$ cat src/rtl/imc_seq_ctrl.sv
// rtl/imc_seq_ctrl.sv - sequencing FSM for the 2x2 matrix-inverse datapath
//
// Runs one inversion per accepted start:
//   INIT -> DET -> RECIP -> OUT_AD -> OUT_BC -> DONE -> IDLE
// Each multiply phase (DET, OUT_AD, OUT_BC) lasts 1+MUL_WAIT cycles.
// Its selects stay constant for the whole phase. Its load strobes fire only
// in the last cycle, which gives a slow multiplier time to settle.
//
// Ports:
//   clk, rst              clock, synchronous active-high reset
//   start                 inversion request, sampled only in IDLE
//   busy, done            busy from INIT to DONE, done is a one-cycle pulse
//   mul{1,2}_{a,b}_sel    datapath multiplier operand selects
//   mul{1,2}_sel_out      product slice select (1=[31:16], 0=[23:8])
//   init_*, load_*        datapath register clears and loads
module imc_seq_ctrl #(
    parameter int MUL_WAIT = 0
) (
    input  logic       clk,
    input  logic       rst,
    input  logic       start,
    output logic       busy,
    output logic       done,
    output logic [1:0] mul1_a_sel,
    output logic [1:0] mul1_b_sel,
    output logic [1:0] mul2_a_sel,
    output logic [1:0] mul2_b_sel,
    output logic       mul1_sel_out,
    output logic       mul2_sel_out,
    output logic       init_multi1,
    output logic       init_multi2,
    output logic       init_det,
    output logic       init_sign,
    output logic       init_aout,
    output logic       init_aOut_sign,
    output logic       init_bout,
    output logic       init_bOut_sign,
    output logic       init_cout,
    output logic       init_cOut_sign,
    output logic       init_dout,
    output logic       init_dOut_sign,
    output logic       load_multi1,
    output logic       load_multi2,
    output logic       load_det,
    output logic       load_sign,
    output logic       load_aout,
    output logic       load_aOut_sign,
    output logic       load_bout,
    output logic       load_bOut_sign,
    output logic       load_cout,
    output logic       load_cOut_sign,
    output logic       load_dout,
    output logic       load_dOut_sign
);

    typedef enum logic [2:0] {
        IDLE,
        INIT,
        DET,
        RECIP,
        OUT_AD,
        OUT_BC,
        DONE
    } state_t;

    localparam logic [3:0] WAIT_LAST = 4'(MUL_WAIT);

    state_t     state;
    state_t     state_nxt;
    logic [3:0] wait_cnt;
    logic       in_mul;
    logic       last;

    assign in_mul = (state == DET) || (state == OUT_AD) || (state == OUT_BC);
    assign last   = (wait_cnt == WAIT_LAST);

    // The counter returns to zero at the end of every multiply phase.
    // The next phase therefore always starts from a cleared count.
    always_ff @(posedge clk) begin
        if (rst) begin
            state    <= IDLE;
            wait_cnt <= 4'd0;
        end else begin
            state <= state_nxt;
            if (in_mul && !last)
                wait_cnt <= wait_cnt + 4'd1;
            else
                wait_cnt <= 4'd0;
        end
    end

    always_comb begin
        state_nxt      = state;
        busy           = 1'b1;
        done           = 1'b0;
        mul1_a_sel     = 2'b00;
        mul1_b_sel     = 2'b00;
        mul2_a_sel     = 2'b00;
        mul2_b_sel     = 2'b00;
        mul1_sel_out   = 1'b0;
        mul2_sel_out   = 1'b0;
        init_multi1    = 1'b0;
        init_multi2    = 1'b0;
        init_det       = 1'b0;
        init_sign      = 1'b0;
        init_aout      = 1'b0;
        init_aOut_sign = 1'b0;
        init_bout      = 1'b0;
        init_bOut_sign = 1'b0;
        init_cout      = 1'b0;
        init_cOut_sign = 1'b0;
        init_dout      = 1'b0;
        init_dOut_sign = 1'b0;
        load_multi1    = 1'b0;
        load_multi2    = 1'b0;
        load_det       = 1'b0;
        load_sign      = 1'b0;
        load_aout      = 1'b0;
        load_aOut_sign = 1'b0;
        load_bout      = 1'b0;
        load_bOut_sign = 1'b0;
        load_cout      = 1'b0;
        load_cOut_sign = 1'b0;
        load_dout      = 1'b0;
        load_dOut_sign = 1'b0;

        unique case (state)
            IDLE: begin
                busy = 1'b0;
                if (start)
                    state_nxt = INIT;
            end
            INIT: begin
                init_multi1    = 1'b1;
                init_multi2    = 1'b1;
                init_det       = 1'b1;
                init_sign      = 1'b1;
                init_aout      = 1'b1;
                init_aOut_sign = 1'b1;
                init_bout      = 1'b1;
                init_bOut_sign = 1'b1;
                init_cout      = 1'b1;
                init_cOut_sign = 1'b1;
                init_dout      = 1'b1;
                init_dOut_sign = 1'b1;
                state_nxt      = DET;
            end
            DET: begin
                // mul1 = a*d, mul2 = b*c
                if (last) begin
                    load_multi1 = 1'b1;
                    load_multi2 = 1'b1;
                    state_nxt   = RECIP;
                end
            end
            RECIP: begin
                load_det  = 1'b1;
                load_sign = 1'b1;
                state_nxt = OUT_AD;
            end
            OUT_AD: begin
                // mul1 = recip*d, mul2 = recip*a
                mul1_a_sel = 2'b01;
                mul1_b_sel = 2'b01;
                mul2_a_sel = 2'b01;
                mul2_b_sel = 2'b10;
                if (last) begin
                    load_aout      = 1'b1;
                    load_aOut_sign = 1'b1;
                    load_dout      = 1'b1;
                    load_dOut_sign = 1'b1;
                    state_nxt      = OUT_BC;
                end
            end
            OUT_BC: begin
                // mul1 = recip*c, mul2 = recip*b
                mul1_a_sel = 2'b10;
                mul1_b_sel = 2'b10;
                mul2_a_sel = 2'b01;
                mul2_b_sel = 2'b01;
                if (last) begin
                    load_cout      = 1'b1;
                    load_cOut_sign = 1'b1;
                    load_bout      = 1'b1;
                    load_bOut_sign = 1'b1;
                    state_nxt      = DONE;
                end
            end
            DONE: begin
                done      = 1'b1;
                state_nxt = IDLE;
            end
            default: begin
                busy      = 1'b0;
                state_nxt = IDLE;
            end
        endcase
    end

endmodule

$ cat config.mk
export PLATFORM = sky130hd
export DESIGN_NAME = imc_seq_ctrl
export DESIGN_NICKNAME = d
export VERILOG_FILES = /design/src/rtl/imc_seq_ctrl.sv
export SDC_FILE = /design/constraint.sdc
export NUM_CORES = 1
export LEC_CHECK = 0
export CORE_MARGIN = 3
export CORE_UTILIZATION = 36
export DETAILED_ROUTE_END_ITERATION = 12
export GPL_ROUTABILITY_DRIVEN = 0
export GPL_TIMING_DRIVEN = 0
export PLACE_DENSITY_LB_ADDON = 0.1
export SKIP_LAST_GASP = 1
export SLEW_MARGIN = 20
export SYNTH_ARGS = -nofsm -noshare
export SYNTH_HDL_FRONTEND = slang
export SYNTH_SLANG_ARGS = --single-unit
$ cat constraint.sdc
create_clock -name clk -period 2.5 [get_ports clk]
set_input_delay 0.5 -clock clk [delete_from_list [all_inputs] [get_ports clk]]
set_output_delay 0.5 -clock clk [all_outputs]
set_load 0.01 [all_outputs]
==> flow_metrics.env <==
export IMPL_status="completed"
export IMPL_slew_viol_final=0
export IMPL_synth_distinct_cells=25
export IMPL_avgViaCountPerCell=4.28
export IMPL_grt_setup_unrepaired="yes"
export IMPL_critPathCaptureType="output pin"
export IMPL_pin_count=39
export IMPL_grt_util_all_layers_pct=12.1
export IMPL_finalNetCount=126
export IMPL_drv_cap=0
export IMPL_cts_buffer_depth=2
export IMPL_crit_arrival_ns=1.94
export IMPL_post_route_min_period_ns=2.44
export IMPL_grt_max_degree=12
export IMPL_dp_hpwl_mm=1.05
export IMPL_leakage_nw=0.557
export IMPL_r2r_start="wait_cnt[0]$_SDFF_PP0_"
export IMPL_drive_gt1_share_pct=42.5
export IMPL_ys_flop_type="dfxtp_1"
export IMPL_dpl_cell_count=127
export IMPL_syn_area_um2=629
export IMPL_grt_pass1_vias=460
export IMPL_final_period_utilization_pct=97.5
export IMPL_path_max_fanout=5
export IMPL_hp_class="flop to flop"
export IMPL_numCtsBuffers=3
export IMPL_cts_root_buf="clkbuf_4"
export IMPL_drtAntennaViolNets=0
export IMPL_routed_wl_mm=1.41
export IMPL_fin_setup_tns_ns=0
export IMPL_instances_no_fill=136
export IMPL_yosys_warnings=0
export IMPL_yosys_register_bits=7
export IMPL_dr_pass1_iters=2
export IMPL_synth_top_cell_area_share_pct=32.2
export IMPL_initial_core_util_pct=39.9
export IMPL_required_ns=2.00
export IMPL_area_delta_synth_final_pct=75.1
export IMPL_r2r_end="state[0]$_SDFFE_PP0P_"
export IMPL_worst_r2r_setup_slack_ns=0.91
export IMPL_routedWlPerCell_um=10.4
export IMPL_synthTopCellsByArea="buf_4, dfxtp_1, ha_1, nor3_1, nor3b_1"
export IMPL_min_path_cells=1
export IMPL_vdd_drop_max_v=0.000302
export IMPL_holdWs_ns=0.438
export IMPL_portBuffers=35
export IMPL_antenna_found_initial=0
export IMPL_finalSetupViolCount=0
export IMPL_r2r_worst_path_cells=6
export IMPL_path_clk_slew_ns=0.05
export IMPL_synthCells=74
export IMPL_clk_latency_ns=0.25
export IMPL_hold_start="wait_cnt[0]$_SDFF_PP0_"
export IMPL_yosysTopAreaCell="buf_4"
export IMPL_die_y_um=47.8
export IMPL_dieArea_um2=2290
export IMPL_power_mw=0.387
export IMPL_dp_slack_ns=-0.0476
export IMPL_ys_async_sr_fraction_pct=0
export IMPL_gr_total_overflow=0
export IMPL_num_antenna_cells=0
export IMPL_num_rows=14
export IMPL_fin_area_um2=1100
export IMPL_power_density_nw_per_um2=351
export IMPL_cts_num_sinks=7
export IMPL_drt_iter0_markers=11
export IMPL_ctsHoldBuffers=0
export IMPL_cts_htree_levels=1
export IMPL_fmax_ghz=0.410
export IMPL_path_class="flop to output pin"
export IMPL_synth_seq_area_share_pct=22.3
export IMPL_grt_pass1_wl_mm=1.93
export IMPL_dpl_instance_area_um2=1010
export IMPL_fin_util_pct=69.9
export IMPL_cp_start_kind="flop"
export IMPL_core_area_um2=1580
export IMPL_cts_tree="yes"
export IMPL_hold_viol=0
export IMPL_synth_most_common_cell="buf_4"
export IMPL_yosys_top_cells_count="buf_4, dfxtp_1, nor2_1, nor3_1"
export IMPL_synth_edf_count=0
export IMPL_drc=0
export IMPL_finalWorstSetupSlack_ns=0.0630
export IMPL_vias=582
export IMPL_clock_skew_ns=0.00390
export IMPL_syn_avg_cell_area_um2=8.50
export IMPL_die_w_um=47.8
export IMPL_hold_end="wait_cnt[0]$_SDFF_PP0_"
## timing repair
action / CTS / global route
buffers inserted: 1 / 3
endpoints found under the setup margin: 21 / 23
pin swaps: 1 / 1
hold endpoints to repair: 0 / 0
gates cloned: 1 / 0
gates resized for setup: 12 / 12
## critical path: stages, from the launching register on
cell and delay, ns:
dfxtp_2 0.33, inv_1 0.05, ha_1 0.13, or3b_4 0.42, nor2_4 0.13, buf_4 0.11
clkdlybuf4s50_1 0.52
## cells by family (layout without fill, tap and decap cells)
kind of cell | after synthesis | count (layout) | share of synthesized area (%)
simple gates | 25 | 26 | 25.4
xor+xnor | 2 | 2 | 2.78
fa+ha+maj | 2 | 2 | 3.98
buf+inv | 32 | 75 | 35.6
other cells | 1 | 3 | 0.596
mux | 1 | 1 | 2.38
flops | 7 | 7 | 22.3
compound gates | 4 | 4 | 6.96
## how the worst max path moves through the flow
stage / startpoint / endpoint / slack, ns / cells past startpoint
after floorplan: wait_cnt[0]$_SDFF_PP0_ / load_aout / 0.42 / 5
after global placement: state[0]$_SDFFE_PP0P_ / init_multi1 / -0.02 / 5
after detailed placement: state[0]$_SDFFE_PP0P_ / init_dout / -0.05 / 5
after CTS: state[0]$_SDFFE_PP0P_ / load_cOut_sign / -0.05 / 6
after global routing: state[0]$_SDFFE_PP0P_ / load_bout / -0.05 / 6
final: wait_cnt[0]$_SDFF_PP0_ / load_bout / 0.06 / 6
## state kept, by name (all words and copies together) (netlist names)
| signal | cells |
|---|---|
| wait_cnt | 4 |
| state | 3 |
## power by group
part | leakage, nW | switching [mW] | internal [mW]
clock | 0.0150 | 0.0421 | 0.0609
sequential | 0.0573 | 0.00257 | 0.115
combinational | 0.485 | 0.0640 | 0.102
total | 0.557 | 0.109 | 0.278
## layer usage
| layer | part of all wire (%) | vias up | GRT usage, % |
|---|---|---|---|
| li1 | - | 303 | - |
| met1 | 41 | 246 | 12.5 |
| met2 | 48 | 31 | 21.9 |
| met3 | 11 | 2 | 4.14 |
| met4 | 0.43 | 0 | 4.84 |
| met5 | 0 | - | 0 |
## layout make-up
| cell class | count | area (um2) |
|---|---|---|
| plain buffers | 29 | 215 |
| clock buffers | 4 | 26.3 |
| fillers | 140 | 474 |
| inverters | 3 | 11.3 |
| multi-input cells | 38 | 320 |
| flip-flops and latches | 7 | 141 |
| well taps | 16 | 20.0 |
| repair buffers | 39 | 368 |
## layout by cell type, fill, tap and decap left out, drive strengths merged
master         Yosys  final
dlygate4sd2        0      2
mux2               1      1
nor4b              1      1
o21ai              1      1
inv                3      3
clkbuf             0      7
buf               29     33
nor3b              3      3
nor3               5      5
nor2b              3      4
a21oi              1      1
dfxtp              7      7
a2111oi            1      1
xnor2              1      1
a21bo              1      1
nand3              1      1
nor2               5      5
or3b               2      2
nand2              1      1
xor2               1      1
dlymetal6s2s       0      2
and3b              2      2
and2b              1      1
conb               1      3
clkdlybuf4s50      0     28
ha                 2      2
and3               1      1
No activity file was read; power rests on OpenSTA's default activity.
